### src/rtl/axi_ready_shaper.sv
// axi_ready_shaper: per-channel VALID/READY backpressure shaper.
// Sits between an upstream AXI channel (S_*) and a downstream channel (M_*)
// and masks the handshake with a programmable gate. Each channel's gate comes
// from one of four patterns: always open, low/high oscillation, open after
// valid, or LFSR-random. Once VALID has been shown downstream it is held until
// the handshake completes. Each channel also counts its stalled cycles.
//
// Ports
//   ACLK, ARESET        clock, synchronous active-high reset
//   CFG_MODE[2*NCH]     per-channel mode: 0 ALWAYS, 1 OSC, 2 SINGLE, 3 RANDOM
//   CFG_LOW[CNT_W*NCH]  per-channel low time
//   CFG_HIGH[CNT_W*NCH] per-channel high time (OSC) or threshold (RANDOM)
//   CFG_LOAD            pulse: latch CFG_* and restart every channel pattern
//   S_VALID / S_READY   upstream handshake (S_READY = M_READY & gate)
//   M_VALID / M_READY   downstream handshake (M_VALID = S_VALID & gate)
//   GATE[NCH]           effective gate per channel
//   STALL_CNT[16*NCH]   saturating count of S_VALID & ~S_READY cycles
module axi_ready_shaper #(
  parameter int unsigned NCH   = 3,
  parameter int unsigned CNT_W = 8,
  parameter logic [15:0] SEED  = 16'hACE1
) (
  input  logic                 ACLK,
  input  logic                 ARESET,
  input  logic [2*NCH-1:0]     CFG_MODE,
  input  logic [CNT_W*NCH-1:0] CFG_LOW,
  input  logic [CNT_W*NCH-1:0] CFG_HIGH,
  input  logic                 CFG_LOAD,
  input  logic [NCH-1:0]       S_VALID,
  output logic [NCH-1:0]       S_READY,
  output logic [NCH-1:0]       M_VALID,
  input  logic [NCH-1:0]       M_READY,
  output logic [NCH-1:0]       GATE,
  output logic [16*NCH-1:0]    STALL_CNT
);

  localparam int unsigned STALL_W = 16;
  localparam int unsigned LFSR_W  = 16;
  // Bits of the LFSR compared against the random threshold.
  localparam int unsigned RND_W   = (CNT_W < LFSR_W) ? CNT_W : LFSR_W;

  localparam logic [1:0] MODE_ALWAYS = 2'd0;
  localparam logic [1:0] MODE_OSC    = 2'd1;
  localparam logic [1:0] MODE_SINGLE = 2'd2;
  localparam logic [1:0] MODE_RANDOM = 2'd3;

  // One state space covers every mode; the mode itself is implied by the
  // state, so no separate mode register is kept after a load.
  typedef enum logic [2:0] {
    ST_ALWAYS = 3'd0,
    ST_OSC_LO = 3'd1,
    ST_OSC_HI = 3'd2,
    ST_IDLE   = 3'd3,
    ST_WAIT   = 3'd4,
    ST_OPEN   = 3'd5,
    ST_RAND   = 3'd6
  } state_t;

  for (genvar i = 0; i < int'(NCH); i++) begin : g_ch
    localparam logic [15:0] SEED_X = SEED ^ 16'(i);
    localparam logic [15:0] SEED_I = (SEED_X == 16'h0000) ? 16'h0001 : SEED_X;

    logic [1:0]         cfg_mode;
    logic [CNT_W-1:0]   cfg_low;
    logic [CNT_W-1:0]   cfg_high;
    logic [CNT_W-1:0]   cfg_high_eff;

    logic [CNT_W-1:0]   low_q;
    logic [CNT_W-1:0]   high_q;
    logic [CNT_W-1:0]   high_eff;

    state_t             state_q, state_d;
    logic [CNT_W-1:0]   cnt_q, cnt_d;
    logic [LFSR_W-1:0]  lfsr_q, lfsr_d;
    logic               gate_q, gate_d;
    logic               locked_q, locked_d;
    logic [STALL_W-1:0] stall_q, stall_d;

    logic               gate_eff;
    logic               mv;
    logic               sr;
    logic               hs;
    logic               rand_open;
    logic               lfsr_fb;

    assign cfg_mode     = CFG_MODE[2*i +: 2];
    assign cfg_low      = CFG_LOW[CNT_W*i +: CNT_W];
    assign cfg_high     = CFG_HIGH[CNT_W*i +: CNT_W];
    // A zero high time still opens for one cycle.
    assign cfg_high_eff = (cfg_high == '0) ? CNT_W'(1) : cfg_high;
    assign high_eff     = (high_q == '0) ? CNT_W'(1) : high_q;

    // Combinational masking of the handshake.
    assign gate_eff = gate_q | locked_q;
    assign mv       = S_VALID[i] & gate_eff;
    assign sr       = M_READY[i] & gate_eff;
    assign hs       = mv & M_READY[i];

    assign M_VALID[i]                    = mv;
    assign S_READY[i]                    = sr;
    assign GATE[i]                       = gate_eff;
    assign STALL_CNT[STALL_W*i +: STALL_W] = stall_q;

    // Fibonacci LFSR, taps 16,14,13,11 (right-shifting form).
    assign lfsr_fb   = lfsr_q[0] ^ lfsr_q[2] ^ lfsr_q[3] ^ lfsr_q[5];
    assign rand_open = (CNT_W'(lfsr_q[RND_W-1:0]) < high_q);

    // Once VALID is visible downstream without READY, keep the gate open.
    assign locked_d = mv & ~M_READY[i];
    assign stall_d  = (S_VALID[i] && !sr && (stall_q != 16'hFFFF)) ?
                      stall_q + STALL_W'(1) : stall_q;

    // State register, shadow config and per-channel counters.
    always_ff @(posedge ACLK) begin
      if (ARESET) begin
        state_q  <= ST_ALWAYS;
        cnt_q    <= '0;
        lfsr_q   <= SEED_I;
        gate_q   <= 1'b0;
        locked_q <= 1'b0;
        stall_q  <= '0;
        low_q    <= '0;
        high_q   <= CNT_W'(1);
      end else begin
        state_q  <= state_d;
        cnt_q    <= cnt_d;
        lfsr_q   <= lfsr_d;
        gate_q   <= gate_d;
        locked_q <= locked_d;
        stall_q  <= stall_d;
        if (CFG_LOAD) begin
          low_q  <= cfg_low;
          high_q <= cfg_high;
        end
      end
    end

    // Next-state: a load restarts from the initial state of the new mode.
    always_comb begin
      state_d = state_q;
      cnt_d   = cnt_q;
      lfsr_d  = lfsr_q;
      if (CFG_LOAD) begin
        lfsr_d = SEED_I;
        case (cfg_mode)
          MODE_OSC: begin
            if (cfg_low == '0) begin
              state_d = ST_OSC_HI;
              cnt_d   = cfg_high_eff;
            end else begin
              state_d = ST_OSC_LO;
              cnt_d   = cfg_low;
            end
          end
          MODE_SINGLE: begin
            state_d = ST_IDLE;
            cnt_d   = cfg_low;
          end
          MODE_RANDOM: state_d = ST_RAND;
          MODE_ALWAYS: state_d = ST_ALWAYS;
          default:     state_d = ST_ALWAYS;
        endcase
      end else begin
        case (state_q)
          ST_OSC_LO: begin
            if (cnt_q <= CNT_W'(1)) begin
              state_d = ST_OSC_HI;
              cnt_d   = high_eff;
            end else begin
              cnt_d = cnt_q - CNT_W'(1);
            end
          end
          ST_OSC_HI: begin
            if (cnt_q > CNT_W'(1)) begin
              cnt_d = cnt_q - CNT_W'(1);
            end else if (low_q == '0) begin
              cnt_d = high_eff;
            end else begin
              state_d = ST_OSC_LO;
              cnt_d   = low_q;
            end
          end
          ST_IDLE: begin
            if (S_VALID[i]) begin
              state_d = (low_q == '0) ? ST_OPEN : ST_WAIT;
              cnt_d   = low_q;
            end
          end
          ST_WAIT: begin
            if (cnt_q <= CNT_W'(1)) begin
              state_d = ST_OPEN;
            end else begin
              cnt_d = cnt_q - CNT_W'(1);
            end
          end
          ST_OPEN: begin
            if (hs) begin
              state_d = ST_IDLE;
            end
          end
          ST_RAND:   lfsr_d = {lfsr_fb, lfsr_q[LFSR_W-1:1]};
          ST_ALWAYS: state_d = ST_ALWAYS;
          default:   state_d = ST_ALWAYS;
        endcase
      end
    end

    // Output decode: registered gate for the state being entered.
    always_comb begin
      gate_d = 1'b0;
      case (state_d)
        ST_ALWAYS, ST_OSC_HI, ST_OPEN: gate_d = 1'b1;
        ST_RAND:                       gate_d = !CFG_LOAD && rand_open;
        default:                       gate_d = 1'b0;
      endcase
    end
  end

endmodule

### config.mk
export PLATFORM = sky130hd
export DESIGN_NAME = axi_ready_shaper
export DESIGN_NICKNAME = d
export VERILOG_FILES = /design/src/rtl/axi_ready_shaper.sv
export SDC_FILE = /design/constraint.sdc
export NUM_CORES = 1
export LEC_CHECK = 0
export BUFFER_PORTS_ARGS = -buffer_cell sky130_fd_sc_hd__clkbuf_2
export CAP_MARGIN = 20
export CORE_MARGIN = 8
export CORE_UTILIZATION = 55
export DETAILED_ROUTE_END_ITERATION = 8
export PLACE_DENSITY_LB_ADDON = 0.08
export SLEW_MARGIN = 10
export SYNTH_ARGS = -nofsm -noshare
export SYNTH_HDL_FRONTEND = slang
export SYNTH_SLANG_ARGS = --single-unit
### constraint.sdc
create_clock -name ACLK -period 7.55 [get_ports ACLK]
set_input_delay 1.51 -clock ACLK [delete_from_list [all_inputs] [get_ports ACLK]]
set_output_delay 1.51 -clock ACLK [all_outputs]
set_load 0.01 [all_outputs]
; ---- Yosys cells after proc, flatten, opt, wreduce, memory -nomap -nowiden
; Index checks and enable logic that the tools add are counted.
; W data, S select, Z words.
[classes]
n_reduce_logical = 41
bitwise = 27
n_eq_ne = 48
mux = 69
n_addsub = 6
magnitude_cmp = 9
[ops]
columns = cell, n
row1 = $mux W8, 27
row2 = $logic_not A8 Y1, 12
row3 = $pmux W8 S4, 3
row4 = $mux W3, 21
row5 = $pmux W3 S6, 3
row6 = $add A16 B1 Y16 const B, 3
row7 = $ne A16 B16 Y1 const B, 3
row8 = $pmux W8 S2, 3
row9 = $eq A3 B3 Y1 const B, 15
row10 = $pmux W3 S4, 3
row11 = $eq A3 B2 Y1 const B, 9
row12 = $gt A8 B1 Y1 const B, 3
row13 = $le A8 B1 Y1 const B, 3
row14 = $lt A8 B8 Y1, 3
row15 = $sub A8 B1 Y8 const B, 3
row16 = $ne A3 B3 Y1 const B, 6
row17 = $reduce_bool A5 Y1, 3
row18 = $and A1 B1 Y1, 12
row19 = $eq A2 B2 Y1 const B, 6
row20 = $reduce_and A4 Y1, 3
row21 = $eq A3 B1 Y1 const B, 3
row22 = $logic_and A1 B1 Y1, 9
row23 = $logic_not A3 Y1, 3
row24 = $ne A3 B1 Y1 const B, 3
row25 = other kinds (11), 38
[totals]
wordCells = 224
out_inout_bits = 57
inputBits = 63
register_bits = 183

; ---- Depth between registers and ports, before layout
[depth]
ltp_word = 9
ltp_mapped = 9
ltp_nobuf = 8

; ---- Worst setup path before layout
; Ideal clock, no wire load.
[synth_path]
path_kind = input port to output port
start = input S_VALID[0]
end = output M_VALID[0]
setup_slack_ps = 4027
cell_stages = 3
t_required_ps = 6040
t_arrival_ps = 2013
path_buffers = 2
cell_sequence = clkbuf_1 and2_1 buf_4
[synth_between]
elab_chain_cells = 1
[synth_rtl]
columns = element, line_no
row1 = "start, declared", 29  ; input logic [NCH-1:0] S_VALID,
row2 = $and A1 B1 Y1, 95  ; assign mv = S_VALID[i] & gate_eff;
row3 = "end, declared", 31  ; output logic [NCH-1:0] M_VALID,
; Every way passes these cells.

; ---- Worst setup path in the final report
[layout_path]
start = input M_READY[0]
end = output S_READY[0]
[layout_between]
elab_chain_cells = 1
[layout_rtl]
columns = element, line_no
row1 = "start, declared", 32  ; input logic [NCH-1:0] M_READY,
row2 = $and A1 B1 Y1, 96  ; assign sr = M_READY[i] & gate_eff;
row3 = "end, declared", 30  ; output logic [NCH-1:0] S_READY,
; Every way passes these cells.

==> metrics.md <==
| Metric | Value |
|---|---|
| Status | `finished clean` |
| Critical-path maximum fanout | `5` |
| Flop2flop setup slack | `4.79 ns` |
| TritonCTS Sinks | `183` |
| IR drop worst, VDD | `0.170 mV` |
| I/O Buffers | `119` |
| Cell Rows | `48` |
| Cell Pwr Density | `225 nW/µm²` |
| Capturing point of the worst reg2reg path | `g_ch[0].cnt_q[6]` |
| Final count of hold timing violations | `0` |
| CTS Buf Count | `17` |
| Clock root buffer | `clkbuf_16` |
| EDFF count, synth | `0` |
| Fmax achieved | `280 MHz` |
| I/O pin count | `120` |
| Clock buffer depth | `2` |
| Worst-Margin Slew | `0.928 ns` |
| Synth top area cells | `dfxtp_1 38%, mux2i_1 5.5%, nand2_1 5.5%, nor2_1 5.2%, ha_1 3.9%` |
| Final Instance Area | `10,900 µm²` |
| Diode count | `0` |
| Netlist cell types | `79` |
| DRC viols | `0` |
| Post-synthesis register bit count | `183` |
| Reg2reg path depth | `6` |
| Final Max Slew Viols | `0` |
| Area Overhead vs Synth | `12.4%` |
| Leak | `4.47 nW` |
| Min-Delay Path Class | `flop to flop` |
| Synth Area per Inst | `8.39 µm²` |
| Crit path launch | `M_READY[0]` |
| Tmin final | `3.57 ns` |
| Die height | `149 µm` |
| Vias in the first global route | `8,198` |
| Fraction of layout cells with a size suffix above 1 | `0.144` |
| Yosys top cell area share | `0.378` |
| Overall Power | `2.45 mW` |
| Detail Route Antenna Nets | `0` |
| Gr usage total | `0.220` |
| Register area share after synthesis | `0.378` |
| Crit path to | `S_READY[0]` |
| Reg clk slew, reported paths | `0.06 ns` |
| CTS tree | `built` |
| Worst Path Arrival | `2.06 ns` |
| Pin count of the biggest net entering global routing | `79` |
| Synth cell count leaders | `183 x dfxtp_1, 141 x nand2_1, 133 x nor2_1` |
| Initial antenna violation count | `0` |
| Fin util | `0.632` |
| Synth warn | `0` |
| DIE AREA | `22,100 µm²` |
| Clk Latency, worst-skew pair | `0.43 ns` |
| Placed cell areas | `10,300 µm²` |
| Vias | `8,679` |
| Initial core utilization | `0.562` |
| Hold_buf cts | `0` |
| Final Skew | `0.00947 ns` |
| First-pass detailed-route iteration total | `5` |
| Async set-reset flop share out of synthesis | `0` |
| Main synth FF type | `dfxtp_1` |
| RD Place Congestion | `0.912` |
| Post-CTS setup repair buffer count | `0` |
| Crit share post-route | `0.473` |
| PostCTS Resize Cnt | `0` |
| RR Startpoint | `g_ch[0].cnt_q[2]` |
| DR iter-0 viols | `506` |
| Worst setup SP type | `input port` |
| Grt total ovfl | `0` |
| Worst slew margin | `0.380` |
| Required @ worst endpoint | `6.04 ns` |
| Wirelength per Cell | `16.7 µm` |
| Vias/cell | `5.90` |
| First-pass GRT wire length | `40,400 µm` |
| Max Cap Viol | `0` |
| Core area | `17,200 µm²` |
| Final HPWL DP | `17,500 µm` |
| Area leader, netlist | `dfxtp_1` |
| CTS HTree Levels | `4` |
| Die width | `149 µm` |
| RSZ-0062 raised after global routing | `no` |
| Syn Std Cell Area | `9690 µm²` |
| Nets | `1,326` |
| WL final | `24,600 µm` |
| Critical path class | `input port to primary output` |
| Setup violators final | `0` |
| Setup crit end kind | `primary output` |
| Synth Instances | `1,155` |
| Top-count cell post-synth | `dfxtp_1` |
| Setup tns final | `0 ns` |
| Synth Net Count | `1,248` |
cell usage in the layout, fill, tap and decap left out, drive strengths merged, types with 11 or more instances in the layout:
cell / synthesis / layout
inv: 44 / 46
and3: 14 / 14
nand2: 141 / 141
nor4: 14 / 14
ha: 30 / 30
clkbuf: 47 / 138
dfxtp: 183 / 183
nor2b: 11 / 11
mux2i: 53 / 53
nor3: 23 / 23
a21oi: 47 / 47
nand4: 22 / 22
a32o: 17 / 17
and2: 11 / 11
nor2: 134 / 134
nand3: 47 / 47
xor2: 29 / 29
a221oi: 22 / 22
a211oi: 14 / 14
a211o: 18 / 18
o21ai: 41 / 41
xnor2: 34 / 34
or4: 16 / 16
area by class of cell:
type	count	area, µm²
fillers	1579	6340
multi-input cells	862	5560
flip-flops and latches	183	3660
repair buffers	124	638
clock buffers	21	460
well taps	225	282
inverters	45	169
clock inverters	10	120
kinds of logic (layout without fill, tap and decap cells):
family	Yosys count	count (layout)	synth area share
AO/OA/AOI/OAI	237	237	0.184
XOR/XNOR	63	63	0.0569
adder cells (fa/ha/maj)	30	30	0.0387
buffers and inverters	110	200	0.0479
flip-flops	183	183	0.378
multiplexers	53	53	0.0547
AND/OR/NAND/NOR	479	479	0.240
worst min-delay path by stage:
stage / depth (start not counted) / startpoint / endpoint
3_3_place_gp: 2 / g_ch[0].lfsr_q[15] / g_ch[0].lfsr_q[14]
3_5_place_dp: 2 / g_ch[0].lfsr_q[9] / g_ch[0].lfsr_q[8]
2_1_floorplan: 2 / g_ch[0].lfsr_q[13] / g_ch[0].lfsr_q[12]
4_1_cts: 2 / g_ch[1].lfsr_q[9] / g_ch[1].lfsr_q[8]
6_report: 2 / g_ch[2].lfsr_q[8] / g_ch[2].lfsr_q[8]
5_1_grt: 2 / g_ch[1].lfsr_q[10] / g_ch[1].lfsr_q[9]
flip-flops by register name (all words and copies together), names as in the netlist:
name and count:
g_ch.lfsr_q 48, g_ch.stall_q 48, g_ch.cnt_q 24, g_ch.high_q 24, g_ch.low_q 24, g_ch.state_q 9, g_ch.gate_q 3, g_ch.locked_q 3
through the flow:
step | setup slack, ns | cells | hold WS [ns]
2_1_floorplan | 4.03 | 1155 | 0.432
3_3_place_gp | 3.92 | 1439 | 0.440
4_1_cts | 3.98 | 1470 | 0.456
3_5_place_dp | 3.85 | 1439 | 0.446
6_report | 3.98 | 1470 | 0.455
5_1_grt | 3.94 | 1470 | 0.473
where the power goes:
group | switching [mW] | total, mW | internal, mW
clock network | 0.381 | 0.887 | 0.506
registers | 0.0627 | 1.08 | 1.01
logic | 0.277 | 0.483 | 0.206
total | 0.721 | 2.45 | 1.73
metal layers:
metal	global-route usage	part of all wire	wire, µm	up-vias
met5	0	0	0	-
met4	0.0772	0.020	502	0
met3	0.0534	0.059	1460	38
met2	0.343	0.46	11200	252
met1	0.293	0.46	11400	4072
li1	-	-	-	4317
worst max-delay path, stage by stage:
cell      delay [ns]
clkbuf_2        0.10
o21ai_0         0.20
inv_1           0.11
clkbuf_2        0.13
Note: power is estimated with default switching activity, not from simulation.
